## src/rtl/fact_accel.sv

```systemverilog
`default_nettype none
// ============================================================================
// Module  : fact_accel
// Purpose : Register-mapped iterative factorial engine (n!, truncated result
//           with sticky overflow flag).
// Revision: 1.0 - initial release
// ============================================================================
module fact_accel #(
  parameter int N_WIDTH   = 4,
  parameter int OUT_WIDTH = 32
) (
  input  logic                 clk,
  input  logic                 rst,
  input  logic                 we,
  input  logic [1:0]           a,
  input  logic [N_WIDTH-1:0]   wd,
  output logic [OUT_WIDTH-1:0] rd,
  output logic                 busy,
  output logic                 done_pulse
);

  localparam int PW = OUT_WIDTH + N_WIDTH;

  typedef enum logic [0:0] {
    S_IDLE = 1'b0,
    S_MUL  = 1'b1
  } state_t;

  state_t               state_q, state_d;
  logic [N_WIDTH-1:0]   n_q, n_d;
  logic [N_WIDTH-1:0]   cnt_q, cnt_d;
  logic [OUT_WIDTH-1:0] acc_q, acc_d;
  logic [OUT_WIDTH-1:0] result_q, result_d;
  logic                 done_q, done_d;
  logic                 err_q, err_d;
  logic                 pulse_q, pulse_d;

  logic                 start_w;
  logic                 nwr_w;
  logic [PW-1:0]        prod_w;

  assign busy       = (state_q == S_MUL);
  assign done_pulse = pulse_q;

  // Busy gating drops both write kinds; the two addresses are mutually exclusive.
  assign start_w = we && (a == 2'b01) && wd[0] && !busy;
  assign nwr_w   = we && (a == 2'b00) && !busy;

  assign prod_w = {{N_WIDTH{1'b0}}, acc_q} * {{OUT_WIDTH{1'b0}}, cnt_q};

  always_comb begin
    state_d  = state_q;
    n_d      = n_q;
    cnt_d    = cnt_q;
    acc_d    = acc_q;
    result_d = result_q;
    done_d   = done_q;
    err_d    = err_q;
    pulse_d  = 1'b0;
    case (state_q)
      S_IDLE: begin
        if (start_w) begin
          acc_d   = OUT_WIDTH'(1);
          cnt_d   = n_q;
          done_d  = 1'b0;
          err_d   = 1'b0;
          state_d = S_MUL;
        end else if (nwr_w) begin
          n_d = wd;
        end
      end
      S_MUL: begin
        if (cnt_q > N_WIDTH'(1)) begin
          acc_d = prod_w[OUT_WIDTH-1:0];
          cnt_d = cnt_q - N_WIDTH'(1);
          // Any bit lost by truncation marks overflow; the flag is sticky.
          if (|prod_w[PW-1:OUT_WIDTH]) begin
            err_d = 1'b1;
          end
        end else begin
          result_d = acc_q;
          done_d   = 1'b1;
          pulse_d  = 1'b1;
          state_d  = S_IDLE;
        end
      end
      default: state_d = S_IDLE;
    endcase
  end

  always_ff @(posedge clk or posedge rst) begin
    if (rst) begin
      state_q  <= S_IDLE;
      n_q      <= '0;
      cnt_q    <= '0;
      acc_q    <= '0;
      result_q <= '0;
      done_q   <= 1'b0;
      err_q    <= 1'b0;
      pulse_q  <= 1'b0;
    end else begin
      state_q  <= state_d;
      n_q      <= n_d;
      cnt_q    <= cnt_d;
      acc_q    <= acc_d;
      result_q <= result_d;
      done_q   <= done_d;
      err_q    <= err_d;
      pulse_q  <= pulse_d;
    end
  end

  always_comb begin
    rd = '0;
    case (a)
      2'b00:   rd = OUT_WIDTH'(n_q);
      2'b01:   rd = OUT_WIDTH'(busy);
      2'b10:   rd = OUT_WIDTH'({err_q, done_q});
      default: rd = result_q;
    endcase
  end

endmodule
`default_nettype wire
```

## config.mk

```make
export PLATFORM = sky130hd
export DESIGN_NAME = fact_accel
export DESIGN_NICKNAME = d
export VERILOG_FILES = /design/src/rtl/fact_accel.sv
export SDC_FILE = /design/constraint.sdc
export NUM_CORES = 1
export LEC_CHECK = 0
export ABC_AREA = 1
export BUFFER_PORTS_ARGS = -buffer_cell sky130_fd_sc_hd__clkbuf_2
export CORE_UTILIZATION = 55
export DETAILED_ROUTE_END_ITERATION = 10
export PLACE_DENSITY = 0.71
export SLEW_MARGIN = 5
export SYNTH_ARGS = -nofsm -noshare
export SYNTH_HDL_FRONTEND = slang
export SYNTH_SLANG_ARGS = --single-unit
```

## constraint.sdc

```tcl
create_clock -name clk -period 5.8 [get_ports clk]
set_input_delay 0 -clock clk [delete_from_list [all_inputs] [get_ports clk]]
set_output_delay 0 -clock clk [all_outputs]
set_load 0.01 [all_outputs]
```

Word level (Yosys, flattened, before mapping) --
Cells that the tools add are included.
Operators by class: magnitude comparators 1, reductions and logical operators 13, multipliers 1, equality and inequality tests 6, muxes and demuxes 18, add/sub/neg operators 1, bitwise logic cells 3
Operators by type and width (count):
- 32-bit one-hot mux with 3 select lines | 1
- 32-bit 2-to-1 mux | 2
- 32-bit one-hot mux with 2 select lines | 1
- 32-bit by 4-bit multiplier with 36-bit output | 1
- 1-bit 2-to-1 mux | 8
- 4-bit 2-to-1 mux | 2
- 4-bit one-hot mux with 2 select lines | 1
- 1-bit one-hot mux with 2 select lines | 3
- 2-bit AND reduction | 3
- 3-bit AND reduction | 2
- 1-bit logical AND | 5
- 4-bit by 1-bit > comparator with 1-bit output, second input constant | 1
- 2-bit by 1-bit != test with 1-bit output, second input constant | 2
- 2-bit != test, second input constant | 2
- 4-bit OR reduction | 1
- 4-bit by 1-bit subtractor with 4-bit output, second input constant | 1
- 1-bit NOT | 3
- 2-bit by 1-bit == test with 1-bit output, second input constant | 1
- 2-bit == test, second input constant | 1
- 2-bit logical NOT | 1
- 1-bit logical NOT | 1
Storage, ports and cells: output and inout port bits 34, input bits 9, register bits 76, word-level logic and storage cells 51

Depth between registers and ports, before layout --
Gate-level depths: netlist of the first run.
depth after elaboration 6, depth in mapped cells 24

Least setup slack after synthesis of the first run --
No wires, ideal clock.
path type reg2reg, start point register cnt_q[3], end point register acc_q[30], setup slack 2.392 ns, clock period less this slack 3.408 ns, stages on the path, launching flop included 20, path buffers 2, required time 5.683 ns, data arrival time 3.291 ns, cell sequence dfrtp_1 buf_2 clkbuf_1 nand2_1 fa_1 inv_1 fa_1 fa_1 nand2_1 nand2_1 nand3_1 nand2_1 nand2_1 nand2_2 a21oi_2 o21ai_2 nand2_1 nand3_1 nand3_1 nand2_1
On the way: longest elaborated chain between the ends 3, elaborated cells between the ends (all ways) 6, those cells by class 1 x mul; 1 x order compare; 1 x eq/ne; 2 x mux; 1 x reduce/logical
RTL lines:
- start, declared | RTL line 31 | logic [N_WIDTH-1:0] cnt_q, cnt_d;
- start signal, assigned | RTL line 104 | cnt_q <= cnt_d;
- 32-bit by 4-bit multiplier with 36-bit output or 4-bit by 1-bit > comparator with 1-bit output (tied branches) | RTL line 49, 73
- 32-bit 2-to-1 mux or 2-bit by 1-bit != test with 1-bit output (tied branches)
- 32-bit one-hot mux with 2 select lines or 2-bit AND reduction (tied branches)
- end signal, assigned | RTL line 96 | acc_q <= '0;
- end signal, assigned | RTL line 105 | acc_q <= acc_d;
- end, declared | RTL line 32 | logic [OUT_WIDTH-1:0] acc_q, acc_d;
Parallel ways exist; a longest one is shown, timed or not. The select of a mux whose other input is x is not followed. A chain may end at the register's enable or synchronous reset.

Final worst setup path of the first run --
start point register cnt_q[3], end point register acc_q[28]
Same word-level chain as after synthesis.

==> results.yml, run 1 <==
final_layout:
  nFillCells: 1358
  seqCellArea_um2: 1900
  final_cell_mix: "nand2_1, inv_1, nor2_1, dfrtp_1"
  instances_no_fill: 1375
  drive_gt1_share_pct: 9.46
  area_delta_synth_final_pct: 8.69
  finish.instance_area_um2: 8480
  antenna_cells: 0
  layout_commonest_cell: "nand2_1"
  fin_util_pct: 61.1
  multi_input_area_um2: 4600
  fin_nets: 1301
logic_synthesis:
  muxShareOfSynthArea_pct: 0.289
  synth-compound-area-share_pct: 9.96
  synthFlopType: "dfrtp_1"
  synthTopCellsByArea: "dfrtp_1, nand2_1, fa_1"
  synth-seq-area-share_pct: 24.4
  synth_nets: 1269
  yosysTopAreaCellShare_pct: 24.4
  yosysWarningCount: 0
  postSynthAreaPerCell_um2: 6.74
  synthArstFlopShare_pct: 100
  synth_area_um2: 7800
  postSynthCellCount: 1158
  synth_top_family_by_area: "simple AND/OR/NAND/NOR gates"
  synth.lib_cells_used.distinct: 50
  yosys.area_share.xor_xnor_pct: 0.786
  yosys_register_bits: 76
  synthAdderAreaFrac_pct: 22.1
  synth-simple-area-share_pct: 25.8
  synth_edf_count: 0
  synth_top_area_cell: "dfrtp_1"
drt:
  drt_pass1_iterations: 7
  drt_iter0_markers: 438
  wl_um: 17900
  ant_nets: 0
  vias_per_cell: 4.92
  routedWlPerCell_um: 13.0
  drcViolationCount: 0
  dr_total_vias: 6759
sta:
  finalSetupViolCount: 0
  drv_slew: 0
  period_minus_slack_ps: 3780
  slew_headroom_pct: 31.7
  finalSetupTns_ps: 0
  max_freq_ghz: 0.265
  whs_ps: -51.5
  fin_skew_ps: 8.94
  tightest_slew_ps: 1020
  finalCritPeriodShare_pct: 65.2
  finalHoldViolCount: 56
  rsz0062_at_grt: "no"
placement:
  gp_congestion: 0.898
  dp_cells: 1355
  port_buffers: 42
  placed_area_um2: 8150
  dpl.hpwl_um: 12900
die:
  start_util_pct: 56.2
  core-area_um2: 13900
  dieWidth_um: 121
  die_h_um: 121
  dieArea_um2: 14700
  row_count: 43
  io_pins: 43
global_routing:
  grtUsageTotal_pct: 27.3
  grt_start_max_net_pins: 77
  grt-ovfl-total: 0
  antenna_found_initial: 0
  grt_pass1_vias: 6687
  grt_pass1_wl_um: 31400
cts:
  root_buffer: "clkbuf_16"
  clockBufferDepth: 2
  cts_tree: "yes"
  worstSkewPairLatency_ps: 350
  clk_pin_slew_ps: 60
  ctsResizeCount: 0
  cts_inserted_buffers: 9
  cts_num_sinks: 76
  cts_setup_buffers: 0
  htree_levels: 3
critical_path:
  cp_cell_sequence: "buf_4 -> nand2_1 -> fa_1 -> inv_1 -> fa_1 -> fa_1 -> nand2_1 -> nand2_1 -> nand3b_1 -> nand2_1 -> nand2_1 -> nand2_2 -> a21oi_2 -> o21ai_2 -> nand2_2 -> nand2_1 -> nand2_1 -> nand3_1 -> nand2_1"
  cp_slowest_stage_delay_ps: 550
  cp_data_arrival_time_ps: 4060
  crit_fanout: 33
  crit_type: "reg2reg"
  regToRegSetupSlack_ps: 2020
  cp-end-kind: "flip-flop"
  cp_common_cell: "nand2_1"
  required_ps: 6080
  startpoint_type: "flip-flop"
  slowest_stage: "fa_1"
power_and_ir_drop:
  vdd.ir_drop.worst_mv: 0.292
  p_leak_uw: 0.00518
  power_density_nw_per_um2: 515
outcome:
  violations: "hold timing"
  status: "finished, violations left"
job:
  cap_viol_max_count: 0
min_path:
  holdCritPathClass: "in2async"
[sequential cells by signal, indices dropped and copies added, names as in the netlist]
| register | count |
|---|---|
| acc_q | 32 |
| busy | 1 |
| cnt_q | 4 |
| done_pulse | 1 |
| done_q | 1 |
| err_q | 1 |
| n_q | 4 |
| result_q | 32 |
[per-stage QoR]
stage / total power, uW / setup WS (ps)
after floorplan: 3120 / 2390
after global placement: 3720 / 2090
after detailed placement: 3790 / 2060
after CTS: 4390 / 2030
after global routing: 4900 / 1690
final: 4370 / 2020
[area by class of cell]
type	instances	share of cell area (%)
multi-input cells	743	54.3
flip-flops and latches	76	22.4
inverters	307	13.6
repair buffers	53	3.57
clock buffers	10	2.70
well taps	180	2.66
clock inverters	6	0.752
[cell families (layout without fill, tap and decap cells)]
logic type	after synthesis	count (layout)
AO/OA/AOI/OAI	133	133
XOR/XNOR	7	7
buffers and inverters	339	376
flip-flops	76	76
AND/OR/NAND/NOR	499	499
multiplexers	2	2
adder cells (fa/ha/maj)	102	102
[cells in the mapped netlist (2+ instances only)]
cell and n:
nand2_2 14, o21bai_1 4, o31ai_1 4, inv_1 295, dfrtp_1 76, mux2_2 2
ha_1 42, o22ai_1 2, nor3_2 2, a21oi_1 34, fa_1 60, o21ai_1 6
xor2_1 3, nand2_1 359, a21oi_2 5, inv_2 10, nor2_1 85, nand3b_1 3
o21ai_2 5, buf_4 3, buf_2 10, or2_2 2, nor2_4 2, xnor2_1 4
clkbuf_1 19, nand3_1 20, a22o_1 2, and2_1 3, o21a_1 2, o21ai_0 60
[critical path: cells and delay by family (launching register included)]
kind | cells | cell delay, ps
adder cells (fa/ha/maj) | 3 | 1520
AND/OR/NAND/NOR | 12 | 1050
buffers and inverters | 2 | 430
flip-flops | 1 | 370
AO/OA/AOI/OAI | 2 | 330
[metal layers]
layer / vias up / wire length (um) / GRT usage [%]
met5: - / 0 / 0
met3: 23 / 808 / 3.48
met1: 3117 / 8560 / 37.5
li1: 3460 / - / -
met2: 159 / 8240 / 44.3
met4: 0 / 276 / 9.41
[repair_timing]
| action | 4_1_cts | 5_1_grt |
|---|---|---|
| hold buffers | 4 | 0 |
| hold endpoints to repair | 4 | 0 |
| setup endpoints to repair | 0 | 0 |
[power breakdown]
group | internal [uW] | total (uW) | switching, uW
Clock | 334 | 581 | 247
Sequential | 749 | 971 | 221
Combinational | 964 | 2820 | 1850
Total | 2050 | 4370 | 2320
[final timing paths]
path / cells past startpoint / startpoint / endpoint
worst min register to register: 1 / done_q / done_q
worst min-delay path: 3 / rst / result_q[21]
max in group asynchronous: 3 / rst / done_pulse
worst max-delay path: 19 / cnt_q[3] / acc_q[28]
min in group clk: 4 / we / err_q
worst max register to register: 19 / cnt_q[3] / acc_q[28]
(Power assumes the default switching activity.)
==> run 2, diff against run 1 <==
ABC_AREA = 0   (was 1)
clock period = 3.65 ns   (was 5.8 ns; I/O delays follow)
==> run 2 against run 1 <==
The run ends with setup timing left. Hold slack better by 160 ps. First-iteration DRC count rose by 2.5%. Non-clock buffer count rose by 89. Sequential share of layout area is 2.0 points lower. Cell area rose by 10%. Critical path depth decreased by 4. Die area down 3.8%. Sequential cell count is the same. Critical path type unchanged.
==> results.yml, run 2 <==
outcome:
  status: "finished, violations left"
  violations: "setup timing"
final_layout:
  largestRegisters: "acc_q: 32 flops, result_q: 32 flops"
  drive_gt1_share_pct: 30.0
  finish.instance_area_um2: 9340
  fin_util_pct: 70.2
  final_cell_mix: "inv_1, buf_4, and2_1, nand2_1, dfrtp_1"
  seqCellArea_um2: 1900
  area_delta_synth_final_pct: 24.5
  multi_input_area_um2: 5460
  fin_nets: 1072
  antenna_cells: 0
  layout_commonest_cell: "inv_1"
  nFillCells: 1014
global_routing:
  use_met1_pct: 38.3
  grt_pass1_wl_um: 32700
  busiest_layer: "met2"
  use_met3_pct: 4.34
  grt_start_max_net_pins: 42
  antenna_found_initial: 0
  grt_pass1_vias: 6724
  grt-ovfl-total: 0
  grtUsageTotal_pct: 29.4
  use_met2_pct: 49.2
cts:
  cts_tree: "yes"
  clk_pin_slew_ps: 60
  clockBufferDepth: 2
  htree_levels: 3
  root_buffer: "clkbuf_16"
  worstSkewPairLatency_ps: 350
  cts_num_sinks: 76
  cts_inserted_buffers: 9
critical_path:
  crit_fanout: 14
  cp-end-kind: "flip-flop"
  cp_data_arrival_time_ps: 4020
  required_ps: 3880
  regToRegSetupSlack_ps: -150
  cp_cell_sequence: "buf_6 -> and2_1 -> fa_1 -> inv_1 -> fa_1 -> inv_1 -> ha_4 -> a21o_1 -> a21o_1 -> a21o_1 -> a31oi_4 -> o2111ai_2 -> or3_1 -> a211oi_2 -> a31oi_1"
  crit_type: "reg2reg"
  cp_slowest_stage_delay_ps: 540
  startpoint_type: "flip-flop"
  cp_common_cell: "a21o_1"
  slowest_stage: "fa_1"
logic_synthesis:
  yosysTopAreaCellShare_pct: 25.4
  synth_edf_count: 0
  synth.lib_cells_used.distinct: 59
  postSynthAreaPerCell_um2: 8.77
  yosysWarningCount: 0
  synth-seq-area-share_pct: 25.4
  yosys_register_bits: 76
  synth_top_area_cell: "dfrtp_1"
  synthTopCellsByCount: "inv_1, and2_1, dfrtp_1, nand2_1, fa_1"
  synthFlopType: "dfrtp_1"
  postSynthCellCount: 855
  synth_nets: 966
  synthTopCellsByArea: "dfrtp_1, fa_1, and2_1"
  synthArstFlopShare_pct: 100
  synth.most_common_cell: "inv_1"
  synth_area_um2: 7500
drt:
  ant_nets: 0
  vias_per_cell: 5.73
  wl_um: 19500
  drt_iter0_markers: 449
  dr_total_vias: 6545
  drt_pass1_iterations: 5
  drcViolationCount: 0
  routedWlPerCell_um: 17.1
placement:
  port_buffers: 42
  gp_congestion: 0.922
  placed_area_um2: 8640
  dpl.hpwl_um: 14000
sta:
  max_freq_ghz: 0.263
  tightest_slew_ps: 772
  drv_slew: 0
  fin_skew_ps: 7.83
  slew_headroom_pct: 48.5
  finalCritPeriodShare_pct: 104
  finalSetupTns_ps: -1070
  setup_slack_ps: -145
  rsz0062_at_grt: "yes"
  finalHoldViolCount: 0
  finalSetupViolCount: 12
  period_minus_slack_ps: 3800
  whs_ps: 109
job:
  cap_viol_max_count: 0
die:
  start_util_pct: 56.4
  dieArea_um2: 14100
  row_count: 42
  die_h_um: 119
  core-area_um2: 13300
  io_pins: 43
  dieWidth_um: 119
min_path:
  holdCritPathClass: "in2reg"
==> run 2: changes by cell type after synthesis, moves of 31 or more <==
cell	before	now
and2_1	3	95
and3_1	1	32
inv_1	295	123
mux2_2	2	36
nand2_1	359	76
nor2_1	85	19
==> run 2: what timing repair did <==
action / 4_1_cts / 5_1_grt
endpoints found under the setup margin: 16 / 22
buffers inserted: 6 / 0
gates resized for setup: 50 / 25
pin swaps: 15 / 3
endpoints found under the hold margin: 44 / 0
hold buffers: 5 / 0
==> run 2: layout make-up <==
class | count | area share [%]
clock buffer | 14 | 2.72
clock inverter | 2 | 0.107
inverter | 123 | 4.96
multi-input combinational | 609 | 58.4
sequential | 76 | 20.4
tap | 176 | 2.36
timing repair buffer | 142 | 11.0
==> run 2: cell families after synthesis <==
family	Yosys count	share of synthesized area, %
fa+ha+maj	102	23.0
mux	37	5.71
buf+inv	170	8.74
simple gates	291	20.6
xor+xnor	25	2.92
compound gates	154	13.6
flops	76	25.4
==> run 2: metrics by stage <==
| step | instances | setup slack, ps |
|---|---|---|
| after floorplan | 855 | -11.2 |
| after global placement | 1115 | -172 |
| after detailed placement | 1115 | -248 |
| after CTS | 1142 | -148 |
| after global routing | 1142 | -302 |
| final | 1142 | -145 |
==> run 2: path summary, 6_finish.rpt <==
kind,from,endpoint,depth (start not counted)
setup / recovery,cnt_q[3],err_q,15
hold / removal,we,n_q[3],5
setup reg to reg,cnt_q[3],err_q,15
hold reg to reg,result_q[11],result_q[11],1
max in group asynchronous,rst,acc_q[12],4
min in group asynchronous,rst,result_q[26],3
==> run 2: layer usage <==
layer / wire, um / vias to the layer above
met1: 8490 / 3275
met5: 0 / -
met2: 9670 / 193
li1: - / 3042
met4: 447 / 0
met3: 917 / 35
==> run 2: critical path: cells and delay by family (launching register included) <==
kind | cells | cell delay, ps
AND/OR/NAND/NOR | 2 | 570
flip-flops | 1 | 430
buffers and inverters | 3 | 300
adder cells (fa/ha/maj) | 3 | 1230
AO/OA/AOI/OAI | 7 | 1140
Power of run 2 is not shown: default switching activity piles up to over one toggle a cycle in this logic, so the estimate is an artifact.
